$ cat config.mk
export PLATFORM = sky130hd
export DESIGN_NAME = img_ram_scheduler_flat
export DESIGN_NICKNAME = d
export VERILOG_FILES = /design/src/rtl/img_ram_scheduler_if.sv /design/src/rtl/img_ram_scheduler.sv /design/src/flat_wrapper.sv
export SDC_FILE = /design/constraint.sdc
export NUM_CORES = 1
export LEC_CHECK = 0
export ABC_CLOCK_PERIOD_IN_PS = 4600
export BUFFER_PORTS_ARGS = -buffer_cell sky130_fd_sc_hd__buf_2
export CAP_MARGIN = 15
export CORE_MARGIN = 1
export CORE_UTILIZATION = 40
export CTS_BUF_LIST = sky130_fd_sc_hd__clkbuf_16
export CTS_CLUSTER_SIZE = 12
export DETAILED_ROUTE_END_ITERATION = 8
export PLACE_DENSITY = 0.76
export RECOVER_POWER = 25
export SYNTH_ARGS = -nofsm -noshare
export SYNTH_HDL_FRONTEND = slang
export SYNTH_SLANG_ARGS = --single-unit
$ cat constraint.sdc
create_clock -name clk -period 4.6 [get_ports clk]
set_input_delay 0.23 -clock clk [delete_from_list [all_inputs] [get_ports clk]]
set_output_delay 0.23 -clock clk [all_outputs]
set_load 0.01 [all_outputs]
$ cat src/rtl/img_ram_scheduler_if.sv
// Shared-RAM request/grant bundle between the two image stages and the scheduler.
// The scheduler uses the slave view; the stages and the RAM model use the master view.
interface img_ram_scheduler_if #(
  parameter int ADDR_WIDTH = 20,
  parameter int BYTE_WIDTH = 8
);
  logic                  g_ren;
  logic                  g_wen;
  logic [ADDR_WIDTH-1:0] g_addr;
  logic [BYTE_WIDTH-1:0] g_wdata;
  logic                  b_ren;
  logic                  b_wen;
  logic [ADDR_WIDTH-1:0] b_addr;
  logic [BYTE_WIDTH-1:0] b_wdata;
  logic                  RAM_ren;
  logic                  RAM_wen;
  logic [ADDR_WIDTH-1:0] RAM_addr;
  logic [BYTE_WIDTH-1:0] RAM_in;

  modport master (
    output g_ren, g_wen, g_addr, g_wdata,
    output b_ren, b_wen, b_addr, b_wdata,
    input  RAM_ren, RAM_wen, RAM_addr, RAM_in
  );

  modport slave (
    input  g_ren, g_wen, g_addr, g_wdata,
    input  b_ren, b_wen, b_addr, b_wdata,
    output RAM_ren, RAM_wen, RAM_addr, RAM_in
  );
endinterface

$ cat src/rtl/img_ram_scheduler.sv
// Sequences the grayscale then binarization stages onto one shared RAM port,
// with a per-stage watchdog and a count of granted RAM writes.
module img_ram_scheduler #(
  parameter int ADDR_WIDTH = 20,
  parameter int BYTE_WIDTH = 8,
  parameter int TIMEOUT    = 2**21
) (
  input  logic                  clk,
  input  logic                  rst,
  input  logic                  start,
  input  logic                  abort,
  input  logic                  gray_done,
  input  logic                  bin_done,
  img_ram_scheduler_if.slave    bus,
  output logic                  gray_go,
  output logic                  bin_go,
  output logic                  busy,
  output logic                  done,
  output logic                  err,
  output logic [ADDR_WIDTH-1:0] wr_count
);
  localparam int WD_W = ADDR_WIDTH + 2;
  localparam logic [WD_W-1:0] WD_TERM = WD_W'(TIMEOUT - 1);

  typedef enum logic [2:0] {
    IDLE, GRAY_RUN, SWITCH, BIN_RUN, FINISH, ERROR
  } state_t;

  state_t                state_q;
  logic [WD_W-1:0]       wd_q;
  logic [ADDR_WIDTH-1:0] wr_count_q;

  logic                  ram_ren;
  logic                  ram_wen;
  logic [ADDR_WIDTH-1:0] ram_addr;
  logic [BYTE_WIDTH-1:0] ram_in;

  // Grant is decoded from the state register so reset drops it without a clock edge.
  always_comb begin
    ram_ren  = 1'b0;
    ram_wen  = 1'b0;
    ram_addr = '0;
    ram_in   = '0;
    case (state_q)
      GRAY_RUN: begin
        ram_wen  = bus.g_wen;
        ram_ren  = bus.g_ren & ~bus.g_wen;
        ram_addr = bus.g_addr;
        ram_in   = bus.g_wdata;
      end
      BIN_RUN: begin
        ram_wen  = bus.b_wen;
        ram_ren  = bus.b_ren & ~bus.b_wen;
        ram_addr = bus.b_addr;
        ram_in   = bus.b_wdata;
      end
      default: ;
    endcase
  end

  assign bus.RAM_ren  = ram_ren;
  assign bus.RAM_wen  = ram_wen;
  assign bus.RAM_addr = ram_addr;
  assign bus.RAM_in   = ram_in;

  assign gray_go  = (state_q == GRAY_RUN);
  assign bin_go   = (state_q == BIN_RUN);
  assign busy     = (state_q == GRAY_RUN) || (state_q == SWITCH) || (state_q == BIN_RUN);
  assign done     = (state_q == FINISH);
  assign err      = (state_q == ERROR);
  assign wr_count = wr_count_q;

  // Every branch that changes state also clears the watchdog; a stage done beats timeout.
  always_ff @(posedge clk or posedge rst) begin
    if (rst) begin
      state_q    <= IDLE;
      wd_q       <= '0;
      wr_count_q <= '0;
    end else begin
      if (ram_wen) wr_count_q <= wr_count_q + 1'b1;
      if (abort) begin
        state_q <= IDLE;
        wd_q    <= '0;
      end else begin
        case (state_q)
          IDLE: begin
            if (start) begin
              state_q    <= GRAY_RUN;
              wd_q       <= '0;
              wr_count_q <= '0;
            end
          end
          GRAY_RUN: begin
            if (gray_done) begin
              state_q <= SWITCH;
              wd_q    <= '0;
            end else if (wd_q == WD_TERM) begin
              state_q <= ERROR;
              wd_q    <= '0;
            end else begin
              wd_q <= wd_q + 1'b1;
            end
          end
          SWITCH: begin
            state_q <= BIN_RUN;
            wd_q    <= '0;
          end
          BIN_RUN: begin
            if (bin_done) begin
              state_q <= FINISH;
              wd_q    <= '0;
            end else if (wd_q == WD_TERM) begin
              state_q <= ERROR;
              wd_q    <= '0;
            end else begin
              wd_q <= wd_q + 1'b1;
            end
          end
          FINISH: begin
            state_q <= IDLE;
            wd_q    <= '0;
          end
          default: ;
        endcase
      end
    end
  end
endmodule

$ cat src/flat_wrapper.sv
// flat-port wrapper written by rule: the top's interface ports become plain ports
module img_ram_scheduler_flat 
#(
  parameter int ADDR_WIDTH = 20,
  parameter int BYTE_WIDTH = 8,
  parameter int TIMEOUT    = 2**21
)
  (clk, rst, start, abort, gray_done, bin_done, gray_go, bin_go, busy, done, err, wr_count, bus_g_ren, bus_g_wen, bus_g_addr, bus_g_wdata, bus_b_ren, bus_b_wen, bus_b_addr, bus_b_wdata, bus_RAM_ren, bus_RAM_wen, bus_RAM_addr, bus_RAM_in);
  img_ram_scheduler_if #(.ADDR_WIDTH(ADDR_WIDTH), .BYTE_WIDTH(BYTE_WIDTH)) bus_i ();
  input  logic clk;
  input  logic rst;
  input  logic start;
  input  logic abort;
  input  logic gray_done;
  input  logic bin_done;
  output logic gray_go;
  output logic bin_go;
  output logic busy;
  output logic done;
  output logic err;
  output logic [ADDR_WIDTH-1:0] wr_count;
  input wire logic [$bits(bus_i.g_ren)-1:0] bus_g_ren;
  input wire logic [$bits(bus_i.g_wen)-1:0] bus_g_wen;
  input wire logic [$bits(bus_i.g_addr)-1:0] bus_g_addr;
  input wire logic [$bits(bus_i.g_wdata)-1:0] bus_g_wdata;
  input wire logic [$bits(bus_i.b_ren)-1:0] bus_b_ren;
  input wire logic [$bits(bus_i.b_wen)-1:0] bus_b_wen;
  input wire logic [$bits(bus_i.b_addr)-1:0] bus_b_addr;
  input wire logic [$bits(bus_i.b_wdata)-1:0] bus_b_wdata;
  output wire logic [$bits(bus_i.RAM_ren)-1:0] bus_RAM_ren;
  output wire logic [$bits(bus_i.RAM_wen)-1:0] bus_RAM_wen;
  output wire logic [$bits(bus_i.RAM_addr)-1:0] bus_RAM_addr;
  output wire logic [$bits(bus_i.RAM_in)-1:0] bus_RAM_in;
  assign bus_i.g_ren = bus_g_ren;
  assign bus_i.g_wen = bus_g_wen;
  assign bus_i.g_addr = bus_g_addr;
  assign bus_i.g_wdata = bus_g_wdata;
  assign bus_i.b_ren = bus_b_ren;
  assign bus_i.b_wen = bus_b_wen;
  assign bus_i.b_addr = bus_b_addr;
  assign bus_i.b_wdata = bus_b_wdata;
  assign bus_RAM_ren = bus_i.RAM_ren;
  assign bus_RAM_wen = bus_i.RAM_wen;
  assign bus_RAM_addr = bus_i.RAM_addr;
  assign bus_RAM_in = bus_i.RAM_in;
  img_ram_scheduler #(.ADDR_WIDTH(ADDR_WIDTH), .BYTE_WIDTH(BYTE_WIDTH), .TIMEOUT(TIMEOUT)) u_core (.clk(clk), .rst(rst), .start(start), .abort(abort), .gray_done(gray_done), .bin_done(bin_done), .bus(bus_i), .gray_go(gray_go), .bin_go(bin_go), .busy(busy), .done(done), .err(err), .wr_count(wr_count));
endmodule
==> impl_metrics.json, run 1 <==
{
  "clk_transition_reported_paths_ns": 0.06,
  "irDropWorstVdd_uv": 116,
  "synth_simple_gate_area_frac": 0.270,
  "slew_headroom": -0.641,
  "cp.required_ns": 4.82,
  "violations_in_the_final_reports": "capacitance limit, slew limit",
  "rsz0062_at_grt": "no",
  "hp-class": "input port to register",
  "hold_ws_ns": 0.223,
  "fmax_ghz": 0.318,
  "timing.final.crit_period_ns": 3.15,
  "synth_top_family_by_area": "simple AND/OR/NAND/NOR gates",
  "vias_per_cell": 5.34,
  "tritoncts_clock_tree": "yes",
  "area_growth_pct": 27.8,
  "wl_per_cell_um": 14.9,
  "floorplan.die.height_um": 88.0,
  "final-hold-violation-count": 0,
  "io_pins": 121,
  "run_status": "finished, violations left",
  "post_cts_resized": 0,
  "crit_path_max_fanout": 40,
  "die-width_um": 88.0,
  "synth_xor_area_frac": 0.0415,
  "gpl.final_weighted_congestion": 0.832,
  "grt_max_degree": 46,
  "synth_fp_nets": 405,
  "insertion_delay_ns": 0.29,
  "layout-drive-gt1-share": 0.313,
  "power_density_mw_per_mm2": 274,
  "clock-sinks": 45,
  "place_area_mm2": 0.00361,
  "synth_seq_area_share": 0.381,
  "finalSetupViolCount": 0,
  "max-cap-violations": 1,
  "die_area_mm2": 0.00774,
  "static-leakage-power_nw": 1.76,
  "antenna_found_initial": 0,
  "antenna-diode-count": 0,
  "async_set_reset_flop_share_out_of_synthesis": 1.00,
  "synth.area.mux_share": 0.126,
  "globalRouteOverflowTotal": 0,
  "core_mm2": 0.00698,
  "synth-edff-count": 0,
  "post_synth_fa_ha_maj_area_fraction": 0.00846,
  "setup.worst_path.class": "register to register",
  "fp-row-count": 30,
  "initial_utilization": 0.423,
  "yosys_warnings": 0,
  "most_frequent_standard_cell_in_the_layout_excluding_fill_and_tap_cells": "sky130_fd_sc_hd__buf_2",
  "tns_ns": 0,
  "synth_compound_gate_area_share": 0.129,
  "synth.lib_cells_used.distinct": 49,
  "final_area_mm2": 0.00378,
  "met1Wirelength_um": 3420,
  "ant_nets": 0,
  "wirelength_um": 8090,
  "post_cts.repair.setup_buffers": 0,
  "cts.htree.levels": 2,
  "vias_in_the_first_global_route": 2701,
  "postSynthCellCount": 337,
  "ys_seq_elements": 45,
  "syn-mean-instance-area_um2": 8.77,
  "first_pass_grt_wire_length_um": 12800,
  "cts_hold_buffers": 0,
  "startpoint_class": "register",
  "route.top_layer_used": "met4",
  "clockBufferDepth": 2,
  "wl_met3_um": 407,
  "layout.cells.most_common_list": "120 x sky130_fd_sc_hd__buf_2, 53 x sky130_fd_sc_hd__nor2_1, 44 x sky130_fd_sc_hd__dfrtp_1",
  "detail_route.iter0.violations": 208,
  "arrival_ns": 3.37,
  "drc_errors": 0,
  "input_output_buffers": 120,
  "fin_skew_ns": 0.00591,
  "dr_wl_met2_um": 4120,
  "nNetsFinal": 515,
  "post-route-period-util": 0.684,
  "post_synth_instance_area_mm2": 0.00296,
  "vias": 2906,
  "worstMarginPinSlew_ns": 2.46,
  "root_buffer": "sky130_fd_sc_hd__clkbuf_16",
  "crit_path_end_kind": "register",
  "first_pass_iters": 6,
  "place.detailed.hpwl_um": 6020,
  "gr-usage-all-layers": 0.215,
  "maxSlewViolCount": 46,
  "cts-buffers-inserted": 5,
  "synthFlopType": "sky130_fd_sc_hd__dfrtp_1"
}
==> synth_stat cells, types with 3 or more instances <==
cell type | number | area [um^2]
sky130_fd_sc_hd__nand3_1 | 19 | 95.1
sky130_fd_sc_hd__clkbuf_1 | 11 | 41.3
sky130_fd_sc_hd__a21oi_1 | 23 | 115
sky130_fd_sc_hd__nand2_1 | 24 | 90.1
sky130_fd_sc_hd__xor2_1 | 10 | 87.6
sky130_fd_sc_hd__dfrtp_1 | 45 | 1130
sky130_fd_sc_hd__buf_6 | 3 | 33.8
sky130_fd_sc_hd__and3_1 | 4 | 25.0
sky130_fd_sc_hd__buf_2 | 3 | 15.0
sky130_fd_sc_hd__nand4_1 | 16 | 100
sky130_fd_sc_hd__o21a_1 | 3 | 22.5
sky130_fd_sc_hd__nand2b_1 | 4 | 25.0
sky130_fd_sc_hd__inv_1 | 8 | 30.0
sky130_fd_sc_hd__nor2_1 | 53 | 199
sky130_fd_sc_hd__mux2i_1 | 35 | 350
sky130_fd_sc_hd__xnor2_1 | 4 | 35.0
sky130_fd_sc_hd__a31oi_1 | 11 | 68.8
sky130_fd_sc_hd__and4_1 | 5 | 43.8
sky130_fd_sc_hd__o21ai_0 | 12 | 60.1
sky130_fd_sc_hd__or3_1 | 4 | 25.0
sky130_fd_sc_hd__and2_1 | 4 | 25.0
==> layer usage <==
layer / global-route usage / up-vias
li1: - / 1432
met1: 0.265 / 1356
met2: 0.376 / 107
met3: 0.0368 / 11
met4: 0.0790 / 0
met5: 0 / -
==> worst max-delay path, cell delays in order (launching register included) <==
cell                      delay [ns]
sky130_fd_sc_hd__dfrtp_2        0.99
sky130_fd_sc_hd__mux2_2         0.43
sky130_fd_sc_hd__or3_4          0.39
sky130_fd_sc_hd__a31oi_4        0.77
sky130_fd_sc_hd__or3b_1         0.41
sky130_fd_sc_hd__nand3_1        0.08
==> stage by stage <==
| step | instances | util | power (mW) | setup slack, ns |
|---|---|---|---|---|
| final | 544 | 0.541 | 1.03 | 1.45 |
| after global routing | 544 | 0.541 | 1.08 | 1.27 |
| after CTS | 544 | 0.542 | 1.04 | 1.46 |
| after detailed placement | 536 | 0.517 | 0.626 | 1.48 |
| after global placement | 536 | 0.517 | 0.622 | 1.54 |
| after floorplan | 337 | - | 0.546 | 2.62 |
==> power by group <==
part	leakage (nW)	total, mW	switching, mW	internal [mW]
sequential	0.623	0.430	0.0225	0.408
clock	0.0800	0.416	0.159	0.257
combinational	1.06	0.188	0.102	0.0856
total	1.76	1.03	0.283	0.750
==> cell type report <==
cell class	count	area [um^2]
fill	670	3200
multi-input combinational	265	1720
sequential	45	1130
timing repair buffer	122	612
clock buffer	5	125
tap	96	120
clock inverter	3	46.3
inverter	8	30.0
==> sequential cells by signal, summed over array words and instances (netlist names) <==
| name | cells |
|---|---|
| u_core.wd_q | 22 |
| u_core.wr_count | 20 |
| u_core.state_q | 3 |
==> cells by family (layout without fill, tap and decap cells) <==
logic type | count (synthesis) | after routing
flops | 45 | 45
compound gates | 61 | 61
xor+xnor | 14 | 14
simple gates | 151 | 151
fa+ha+maj | 2 | 2
mux | 37 | 37
buf+inv | 27 | 138
==> final timing paths <==
check,startpoint,end,slack [ns],depth (start not counted)
setup / recovery,u_core.state_q[1],u_core.wd_q[12],1.45,5
hold / removal,abort,u_core.state_q[1],0.22,2
setup reg to reg,u_core.state_q[1],u_core.wd_q[12],1.45,5
hold reg to reg,u_core.wd_q[5],u_core.wd_q[5],0.50,1
max in group asynchronous,rst,u_core.state_q[1],2.17,3
min in group asynchronous,rst,u_core.wd_q[20],0.85,3
(Power assumes the default switching activity.)
==> inputs of run 2 (changes only) <==
- ABC_CLOCK_PERIOD_IN_PS: 4600 -> 3290
- clock period: 4.6 -> 3.29 ns (I/O delays scaled with it)
==> impl_metrics.json, run 2 (same netlist as run 1, synthesis figures left out) <==
{
  "run_status": "finished, violations left",
  "violations_in_the_final_reports": "capacitance limit, slew limit",
  "gr-usage-all-layers": 0.209,
  "input_output_buffers": 120,
  "power.share.switching": 0.267,
  "hp-class": "input port to register",
  "dp_slack_ns": 0.784,
  "clock_network_fraction_of_design_power": 0.392,
  "crit_path_max_fanout": 39,
  "insertion_delay_ns": 0.29,
  "crit_path_end_kind": "register",
  "setup.worst_path.class": "register to register",
  "clock-sinks": 45,
  "floorplan.die.height_um": 88.0,
  "post_cts_resized": 0,
  "startpoint_class": "register",
  "die_area_mm2": 0.00774,
  "post-route-period-util": 0.766,
  "io_pins": 121,
  "most_frequent_standard_cell_in_the_layout_excluding_fill_and_tap_cells": "sky130_fd_sc_hd__buf_2",
  "cts.htree.levels": 2,
  "cellInternalPower_mw": 1.04,
  "first_pass_grt_wire_length_um": 12500,
  "tritoncts_clock_tree": "yes",
  "power.switching_mw": 0.380,
  "crit_slowest_cell": "sky130_fd_sc_hd__or4_1",
  "root_buffer": "sky130_fd_sc_hd__clkbuf_16",
  "drc_errors": 0,
  "fp-row-count": 30,
  "detail_route.iter0.violations": 196,
  "wl_per_cell_um": 14.6,
  "layout-drive-gt1-share": 0.313,
  "static-leakage-power_nw": 1.78,
  "largest-register": "u_core.wd_q",
  "finalSetupViolCount": 0,
  "arrival_ns": 2.73,
  "ant_nets": 0,
  "area_growth_pct": 28.3,
  "clockBufferDepth": 2,
  "clk_transition_reported_paths_ns": 0.06,
  "maxSlewViolCount": 46,
  "max-cap-violations": 1,
  "power.combinational.fraction": 0.195,
  "irDropWorstVdd_uv": 216,
  "worstMarginPinSlew_ns": 2.48,
  "grt_max_degree": 46,
  "cts-buffers-inserted": 5,
  "post_cts.repair.setup_buffers": 0,
  "largest_reg_flops": 22,
  "antenna_found_initial": 0,
  "wirelength_um": 7980,
  "cp_cell_sequence": "buf_4, mux2i_1, and4b_1, nand4_1, or4_1, a21oi_1",
  "fin_skew_ns": 0.00756,
  "power_density_mw_per_mm2": 376,
  "nNetsFinal": 518,
  "tns_ns": 0,
  "place.detailed.hpwl_um": 5950,
  "vias": 2887,
  "slew_headroom": -0.656,
  "globalRouteOverflowTotal": 0,
  "setup_slack_ns": 0.769,
  "vias_in_the_first_global_route": 2523,
  "timing.final.crit_period_ns": 2.52,
  "die-width_um": 88.0,
  "layout.cells.most_common_list": "120 x sky130_fd_sc_hd__buf_2, 53 x sky130_fd_sc_hd__nor2_1, 44 x sky130_fd_sc_hd__dfrtp_1",
  "initial_utilization": 0.423,
  "final-hold-violation-count": 0,
  "seq_power_share": 0.412,
  "gpl.final_weighted_congestion": 0.813,
  "worst_path_largest_cell_delay_ns": 0.50,
  "vias_per_cell": 5.28,
  "core_mm2": 0.00698,
  "first_pass_iters": 4,
  "rsz0062_at_grt": "no",
  "antenna-diode-count": 0,
  "critPathTopFamily": "simple AND/OR/NAND/NOR gates",
  "cts_hold_buffers": 0,
  "fmax_ghz": 0.397,
  "cp.required_ns": 3.50,
  "worst-path-buf-inv": 1,
  "fillerInstances": 643
}
[run 2: layout make-up]
class / instances / area (um^2) / share of cell area
clock buffer: 5 / 125 / 0.0330
clock inverter: 3 / 37.5 / 0.00990
inverter: 8 / 30.0 / 0.00792
multi-input combinational: 265 / 1720 / 0.453
sequential: 45 / 1130 / 0.297
tap: 96 / 120 / 0.0317
timing repair buffer: 125 / 634 / 0.167
[run 2: worst paths after layout]
kind	from	end	slack, ns	cells past startpoint
worst max-delay path	u_core.state_q[1]	u_core.wr_count[19]	0.77	6
worst min-delay path	abort	u_core.state_q[1]	0.15	2
worst max register to register	u_core.state_q[1]	u_core.wr_count[19]	0.77	6
worst min register to register	u_core.wd_q[7]	u_core.wd_q[7]	0.49	1
max in group asynchronous	rst	u_core.state_q[1]	0.90	3
min in group asynchronous	rst	u_core.wd_q[19]	0.80	3
[run 2: power groups by stage]
stage / combinational [mW] / clock [mW] / sequential [mW]
2_1_floorplan: 0.160 / 0 / 0.603
3_3_place_gp: 0.277 / 0 / 0.597
3_5_place_dp: 0.281 / 0 / 0.598
4_1_cts: 0.282 / 0.568 / 0.587
5_1_grt: 0.309 / 0.589 / 0.590
6_report: 0.278 / 0.559 / 0.588
[run 2: metrics by stage]
| step | total power [mW] | std cells | area, um^2 | hold slack [ns] | util |
|---|---|---|---|---|---|
| floorplan | 0.763 | 337 | 2960 | 0.228 | - |
| global route | 1.49 | 547 | 3790 | 0.194 | 0.543 |
| detailed placement | 0.879 | 539 | 3630 | 0.347 | 0.520 |
| finish | 1.42 | 547 | 3790 | 0.154 | 0.543 |
| global placement | 0.873 | 539 | 3630 | 0.349 | 0.520 |
| CTS | 1.44 | 547 | 3800 | 0.0508 | 0.544 |
[run 2: per-layer routing]
metal  global-route usage  vias up  routed length, um
met1                0.276     1325               3460
met4               0.0611        0                116
met5                    0        -                  0
li1                     -     1443                  -
met3               0.0330        8                454
met2                0.353      111               3950
==> inputs of run 3 (changes only) <==
- ABC_AREA: unset -> 1
- ABC_CLOCK_PERIOD_IN_PS: 3290 -> 2550
- clock period: 3.29 -> 2.55 ns (I/O delays scaled with it)
==> impl_metrics.json, run 3 <==
{
  "run_status": "completed",
  "drc_errors": 0,
  "timing.hold.worst_endpoint": "u_core.wr_count[16]",
  "synthFlopType": "sky130_fd_sc_hd__dfrtp_1",
  "dp_slack_ns": 0.605,
  "wl_per_cell_um": 13.3,
  "syn-mean-instance-area_um2": 7.31,
  "input_output_buffers": 120,
  "max-cap-violations": 0,
  "core_mm2": 0.00694,
  "place_area_mm2": 0.00364,
  "clk_transition_reported_paths_ns": 0.06,
  "first_pass_iters": 4,
  "maxSlewViolCount": 0,
  "vias": 3142,
  "post_synth_instance_area_mm2": 0.00295,
  "synth_fp_nets": 471,
  "antenna_found_initial": 0,
  "timing.critical_path.from": "u_core.state_q[1]",
  "cts-buffers-inserted": 5,
  "ff2ff_setup_slack_ns": 0.58,
  "postSynthCellCount": 403,
  "cp.required_ns": 2.72,
  "final-hold-violation-count": 0,
  "setup_slack_ns": 0.581,
  "io_pins": 121,
  "layout.cells.most_common_list": "120 x sky130_fd_sc_hd__buf_2, 91 x sky130_fd_sc_hd__nand2_1, 55 x sky130_fd_sc_hd__nor2_1",
  "finalSetupViolCount": 0,
  "place.detailed.hpwl_um": 6230,
  "cts.htree.levels": 2,
  "final_area_mm2": 0.00380,
  "initial_utilization": 0.424,
  "fillerInstances": 674,
  "async_set_reset_flop_share_out_of_synthesis": 1.00,
  "most_area_hungry_cell_type_in_the_yosys_netlist": "sky130_fd_sc_hd__dfrtp_1",
  "tritoncts_clock_tree": "yes",
  "root_buffer": "sky130_fd_sc_hd__clkbuf_16",
  "synth.top_cells.by_count": "91 x sky130_fd_sc_hd__nand2_1, 55 x sky130_fd_sc_hd__nor2_1, 45 x sky130_fd_sc_hd__dfrtp_1",
  "clock-sinks": 45,
  "rsz0062_at_grt": "no",
  "power_density_mw_per_mm2": 561,
  "setup.worst_path.class": "register to register",
  "post-synth-top-count-cell": "sky130_fd_sc_hd__nand2_1",
  "detail_route.iter0.violations": 153,
  "synth-edff-count": 0,
  "vias_per_cell": 5.07,
  "hp-class": "input port to register",
  "gr-usage-all-layers": 0.217,
  "synth.top_cells.by_area": "sky130_fd_sc_hd__dfrtp_1 38%, sky130_fd_sc_hd__nand2_1 12%, sky130_fd_sc_hd__a22o_1 8.3%",
  "vias_in_the_first_global_route": 2902,
  "cts_hold_buffers": 0,
  "synth_seq_area_share": 0.382,
  "area_growth_pct": 29.1,
  "post-route-period-util": 0.772,
  "antenna-diode-count": 0,
  "synthDominantCellAreaShare": 0.382,
  "slew_headroom": 0.239,
  "crit_path_max_fanout": 21,
  "post_cts.repair.setup_buffers": 0,
  "ant_nets": 0,
  "ys_seq_elements": 45,
  "most_frequent_standard_cell_in_the_layout_excluding_fill_and_tap_cells": "sky130_fd_sc_hd__buf_2",
  "clockBufferDepth": 2,
  "nNetsFinal": 591,
  "crit_path_end_kind": "register",
  "grt_max_degree": 46,
  "startpoint_class": "register",
  "die_area_mm2": 0.00771,
  "fmax_ghz": 0.508,
  "min_path_cells": 3,
  "gpl.final_weighted_congestion": 0.898,
  "critical_path.reg2reg.endpoint": "u_core.wd_q[7]",
  "synth.lib_cells_used.distinct": 35,
  "first_pass_grt_wire_length_um": 13100,
  "insertion_delay_ns": 0.28,
  "layout-drive-gt1-share": 0.288,
  "largest-register": "u_core.wd_q",
  "post_cts_resized": 0,
  "hold_path_start": "abort",
  "arrival_ns": 2.14,
  "crit-reg2reg-launch": "u_core.state_q[1]",
  "yosys_warnings": 0,
  "die-width_um": 87.8,
  "largest_reg_flops": 22,
  "wirelength_um": 8250,
  "timing.final.crit_period_ns": 1.97,
  "floorplan.die.height_um": 87.8,
  "tns_ns": 0,
  "fin_skew_ns": 0.00437,
  "worstMarginPinSlew_ns": 1.14,
  "static-leakage-power_nw": 1.96,
  "fp-row-count": 30,
  "irDropWorstVdd_uv": 296,
  "rr_worst_depth": 11,
  "globalRouteOverflowTotal": 0
}
## run 3: changes by cell type in the layout (fill, tap and decap cells not counted), sizes merged, moves of 4 or more
cell,delta
a22o,+27
nand2,+70
mux2i,-35
o21bai,+4
o21ai,+8
or3,-5
and3,-4
and2,-4
nor3,+11
inv,+38
nor2,+8
nand2b,-4
a31oi,-11
and4,-5
## run 3: layer usage
layer	up-vias	share of wire	track usage
li1	1590	-	-
met1	1453	0.46	0.306
met2	91	0.47	0.328
met3	8	0.057	0.0547
met4	0	0.0099	0.0611
met5	-	0	0
## run 3: worst max-delay path by stage
stage	cells after the start	slack, ns	end
2_1_floorplan	9	0.94	u_core.wd_q[2]
3_3_place_gp	11	0.67	u_core.wd_q[7]
3_5_place_dp	10	0.60	u_core.wd_q[16]
4_1_cts	11	0.58	u_core.wd_q[7]
5_1_grt	10	0.29	u_core.wd_q[4]
6_report	11	0.58	u_core.wd_q[7]
## run 3: layout make-up
type                       instances  area [um^2]  share of cell area
multi-input combinational        301         1600               0.420
clock inverter                     3         37.5             0.00987
inverter                          47          176              0.0464
timing repair buffer             123          621               0.163
sequential                        45         1130               0.296
tap                               96          120              0.0316
clock buffer                       5          125              0.0329
## run 3: critical path, cell delays in order (launching register included)
cell and delay [ns]:
sky130_fd_sc_hd__dfrtp_1 0.49, sky130_fd_sc_hd__inv_2 0.08, sky130_fd_sc_hd__nand2_1 0.13, sky130_fd_sc_hd__nor2_2 0.07, sky130_fd_sc_hd__nor2_2 0.11, sky130_fd_sc_hd__nand3_2 0.36
sky130_fd_sc_hd__inv_2 0.30, sky130_fd_sc_hd__nor2_1 0.11, sky130_fd_sc_hd__nand2_1 0.07, sky130_fd_sc_hd__nand2_1 0.05, sky130_fd_sc_hd__nand2_1 0.05, sky130_fd_sc_hd__nor2_1 0.04
## run 3: cell families (layout without fill, tap and decap cells)
logic type                 count (synthesis)  in the layout  synth area share
AOI/OAI and AO/OA                         79             79             0.179
buffers and inverters                     57            178            0.0752
xor gates and xnor gates                  12             12            0.0357
adders and majority gates                  2              2           0.00849
DFF                                       45             45             0.382
and+or+nand+nor                          208            208             0.320
## run 3: through the flow
stage	cells	util	total power, mW	hold WS, ns
finish	620	0.548	2.14	0.118
global route	620	0.548	2.26	0.131
CTS	620	0.548	2.15	0.00454
detailed placement	612	0.525	1.43	0.308
global placement	612	0.525	1.42	0.302
floorplan	403	-	1.19	0.250
## run 3: power by group
| group | internal [mW] | switching (mW) | total, mW |
|---|---|---|---|
| clock network | 0.455 | 0.259 | 0.715 |
| registers | 0.755 | 0.0589 | 0.814 |
| logic | 0.243 | 0.363 | 0.607 |
| total | 1.45 | 0.682 | 2.14 |
